### config.mk
export PLATFORM = sky130hd
export DESIGN_NAME = pc_sequencer
export DESIGN_NICKNAME = d
export VERILOG_FILES = /design/src/rtl/pc_sequencer_pkg.sv /design/src/rtl/pc_sequencer.sv
export SDC_FILE = /design/constraint.sdc
export NUM_CORES = 1
export LEC_CHECK = 0
export CORE_MARGIN = 5
export CORE_UTILIZATION = 50
export DETAILED_ROUTE_END_ITERATION = 8
export PLACE_DENSITY = 0.91
export SKIP_CTS_REPAIR_TIMING = 1
export SYNTH_ARGS = -nofsm -noshare
export SYNTH_HDL_FRONTEND = slang
export SYNTH_SLANG_ARGS = --single-unit
export TNS_END_PERCENT = 50
### constraint.sdc
create_clock -name clk -period 1.9 [get_ports clk]
set_input_delay 0.285 -clock clk [delete_from_list [all_inputs] [get_ports clk]]
set_output_delay 0.285 -clock clk [all_outputs]
set_load 0.02 [all_outputs]
### src/rtl/pc_sequencer_pkg.sv
// Shared definitions for the fetch sequencer, branch adder and instruction memory.
package pc_sequencer_pkg;

  localparam int PC_W_DEFAULT     = 10;
  localparam int RESET_PC_DEFAULT = 0;

  typedef enum logic [2:0] {
    RST_HOLD   = 3'd0,
    FETCH      = 3'd1,
    SQUASH     = 3'd2,
    HALT_DRAIN = 3'd3,
    HALTED     = 3'd4
  } seq_state_e;

endpackage

### src/rtl/pc_sequencer.sv
// Program-counter owner: issues req/ack instruction fetches, delivers instructions
// to decode, and redirects fetch on taken branches, dropping wrong-path data.
module pc_sequencer
  import pc_sequencer_pkg::*;
#(
  parameter int              N        = PC_W_DEFAULT,
  parameter logic [N-1:0]    RESET_PC = N'(RESET_PC_DEFAULT)
) (
  input  logic         clk,
  input  logic         rst,
  output logic [N-1:0] pcPlusOne,
  input  logic [N-1:0] branchTarget,
  input  logic         branchTaken,
  input  logic         haltReq,
  output logic         imemReq,
  output logic [N-1:0] imemAddr,
  input  logic         imemAck,
  output logic         instrValid,
  output logic [N-1:0] pcCurrent,
  output logic         halted
);

  seq_state_e   state_q, state_d;
  logic [N-1:0] pc_q, pc_d;
  logic [N-1:0] pc_cur_q, pc_cur_d;
  logic [N-1:0] redirect_pc_q, redirect_pc_d;
  logic         vld_q, vld_d;

  always_comb begin
    state_d       = state_q;
    pc_d          = pc_q;
    pc_cur_d      = pc_cur_q;
    redirect_pc_d = redirect_pc_q;
    vld_d         = 1'b0;
    unique case (state_q)
      RST_HOLD: state_d = FETCH;
      FETCH: begin
        // A delivered halt/branch makes the fetch currently in flight wrong-path.
        if (vld_q && haltReq) begin
          state_d = imemAck ? HALTED : HALT_DRAIN;
        end else if (vld_q && branchTaken) begin
          if (imemAck) begin
            pc_d = branchTarget;
          end else begin
            redirect_pc_d = branchTarget;
            state_d       = SQUASH;
          end
        end else if (imemAck) begin
          vld_d    = 1'b1;
          pc_cur_d = pc_q;
          pc_d     = pc_q + N'(1);
        end
      end
      SQUASH: begin
        if (imemAck) begin
          pc_d    = redirect_pc_q;
          state_d = FETCH;
        end
      end
      HALT_DRAIN: if (imemAck) state_d = HALTED;
      HALTED:     state_d = HALTED;
      default:    state_d = RST_HOLD;
    endcase
  end

  always_ff @(posedge clk or posedge rst) begin
    if (rst) begin
      state_q       <= RST_HOLD;
      pc_q          <= RESET_PC;
      pc_cur_q      <= RESET_PC;
      redirect_pc_q <= '0;
      vld_q         <= 1'b0;
    end else begin
      state_q       <= state_d;
      pc_q          <= pc_d;
      pc_cur_q      <= pc_cur_d;
      redirect_pc_q <= redirect_pc_d;
      vld_q         <= vld_d;
    end
  end

  // pc_q only advances on an ack, so it is the outstanding address in every requesting state.
  assign imemReq    = (state_q == FETCH) || (state_q == SQUASH) || (state_q == HALT_DRAIN);
  assign imemAddr   = pc_q;
  assign instrValid = vld_q;
  assign pcCurrent  = pc_cur_q;
  assign pcPlusOne  = pc_cur_q + N'(1);
  assign halted     = (state_q == HALTED);

endmodule

==> results.txt <==
outcome - completed
Synth Instances - 182
worst slack, placed - -0.0405 ns
routed via count - 1694
Worst Skew - 0.00703 ns
deepest clock path buffer count - 2
Largest stage delay, worst path - 0.61 ns
Post-Synthesis Net Count - 199
Reg2Reg Depth - 4
# rows - 23
leakage power - 1.36 nW
crit-path most repeated cell - nor2_1
Routed WL - 5130 um
Max transition margin - 61.6%
Post-synth EDFFs - 0
gpl congestion - 0.941
Core Region - 4000 um^2
Worst VDD drop - 0.716 mV
Critical Path End Type - output port
Slowest cell on crit path - clkdlybuf4s50_1
Buffers on Ports - 47
ys async rst share - 100%
die area - 5500 um^2
worst-path cell chain - nor2_1 -> nor2_1 -> clkdlybuf4s50_1
H-tree depth - 2
RR Startpoint - state_q[1]$_DFFE_PP0P_
layout cell share with drive strength beyond 1 - 23.7%
fmax - 549 MHz
CTS tree - done
WP data arrival - 1.54 ns
RSZ-0062 raised after global routing - false
DR iter-0 viols - 108
Synth top area share - 41.4%
Area contributors post-synth - dfrtp_1 41%, mux2_4 13%, xnor2_1 3.8%
worst min path class - in -> async
Final Cycle Share - 95.9%
FF-to-FF End - imemAddr[8]$_DFFE_PP0P_
Clock transition at path regs - 0.07 ns
Crit path max-delay family - buffers and inverters
fillers - 292
Synth Area per Inst - 11.3 um^2
startpoint types - register
Distinct cells, synth - 45
iteration count of the initial detailed-routing pass - 5
GRT Util Overall - 19.9%
Final Hold Viols - 0
Routed Antenna Nets - 0
Buf/Inv on CP - 1
CTS Buf Count - 5
die height - 74.1 um
Initial Util - 51.4%
overflow left after global routing - 0
Slew Viols, Final - 0
n_diodes - 0
Seq/Total Area, Yosys - 41.4%
most common cell in the synthesized netlist - dfrtp_1
Top FF cell, synth - dfrtp_1
Avg Vias per Cell - 5.67
mean routed wirelength per cell - 17.1 um
clock root cell - clkbuf_8
Die Width - 74.1 um
Synth Cell Area - 2060 um^2
maxcap violations - 0
Clock Sinks - 34
Required @ worst endpoint - 1.62 ns
instance count on the critical path - 3
grt met3 use - 3.65%
post-DP HPWL - 3900 um
commonest cells in the netlist - 34 x dfrtp_1, 18 x mux2_4, 9 x nand2_1, 9 x xnor2_1, 8 x nand3_1
Final setup viols - 0
flops & latches, synth - 34
Worst Tran Pin Value - 0.575 ns
DRC - 0
Final WS setup - 0.0771 ns
first-pass GRT wire length - 8250 um
Worst Path Class, Setup - reg -> out
cell accounting for the most synthesized area - dfrtp_1
vias in the first global route - 1723
R2R setup slack - 0.20 ns
critical path peak fanout - 8
Nets - 265
worst-skew pair later-pin latency - 0.29 ns
total power - 5.01 mW
I/O Pins - 48
minimum clock period - 1.82 ns
met1 GRT Util - 24.7%
met2 GRT Util - 33.5%
initial antenna violation count - 0
synth warn - 0
Pwr Density - 1780 nW/um^2
area grow syn2layout - 36.7%
gr busiest metal - met2
largest net degree at the start of global routing - 35
## layout by cell type (no fill, tap or decap), types with 3 or more instances in the layout
master and instances:
inv_1 4, nand2_1 9, and4_1 3, a211o_1 6, a211oi_1 4, dfrtp_1 33
o221ai_1 3, o211ai_1 5, clkbuf_8 6, and3_1 5, a21oi_1 5, xor2_1 3
mux2_4 18, and2_1 4, dlymetal6s2s_1 9, nand3_1 8, a2bb2oi_1 3, nor2_1 5
clkdlybuf4s50_1 37, buf_4 21, nand2b_1 3, nand4_1 7, xnor2_1 9, o21ai_0 5
## through the flow
step                instances  util (%)   TNS, ns  hold WS [ns]  instance area (um^2)
global placement          291      67.5  -0.00314         0.481                  2700
floorplan                 182         -         0         0.417                  2060
detailed placement        291      67.5   -0.0591         0.493                  2700
finish                    299      70.3         0         0.392                  2810
global route              299      70.3         0         0.468                  2810
CTS                       299      69.8     -1.54         0.403                  2790
## report_power, final
group	internal (mW)	switching (mW)	leakage (nW)	total (mW)
registers	1.06	0.342	0.414	1.40
logic	1.63	1.44	0.894	3.06
clock network	0.292	0.253	0.0482	0.545
## tightest hold or removal path: stages
cell and delay [ns]:
clkdlybuf4s50_1 0.39, inv_1 0.05, buf_4 0.38
## kinds of logic (layout without fill, tap and decap cells)
logic type | count (synthesis) | in the layout | share of synthesized area, %
compound gates | 41 | 41 | 14.7
xor+xnor | 12 | 12 | 5.11
fa+ha+maj | 2 | 2 | 1.22
buf+inv | 15 | 82 | 4.93
flops | 34 | 34 | 41.4
mux | 22 | 22 | 15.2
simple gates | 56 | 56 | 17.5
## per-layer routing
metal / part of all wire (%) / wire [um]
met1: 41 / 2120
met2: 50 / 2560
met3: 6.6 / 337
met4: 2.2 / 112
met5: 0 / 0
## state kept, by name (all words and copies together) (netlist names)
register       cells
imemAddr          10
pcCurrent         10
state_q            3
instrValid         1
redirect_pc_q     10
## worst max path at each step
stage               slack (ns)           end                      from
finish                    0.08       imemReq    state_q[1]$_DFFE_PP0P_
detailed placement       -0.04  pcPlusOne[9]  pcCurrent[5]$_DFFE_PP0P_
floorplan                 0.16  pcPlusOne[9]  pcCurrent[2]$_DFFE_PP0P_
CTS                      -0.36  pcPlusOne[9]  pcCurrent[5]$_DFFE_PP0P_
global placement        -0.003  pcPlusOne[9]  pcCurrent[2]$_DFFE_PP0P_
global route            0.0003       imemReq    state_q[1]$_DFFE_PP0P_
## cell type report
type | count | area (um^2) | share of cell area, %
clock inverter | 1 | 5.00 | 0.178
tap | 50 | 62.6 | 2.23
multi-input combinational | 133 | 1100 | 39.3
timing repair buffer | 70 | 686 | 24.4
sequential | 34 | 852 | 30.3
inverter | 4 | 15.0 | 0.534
clock buffer | 7 | 86.3 | 3.07
(Power assumes the default switching activity.)
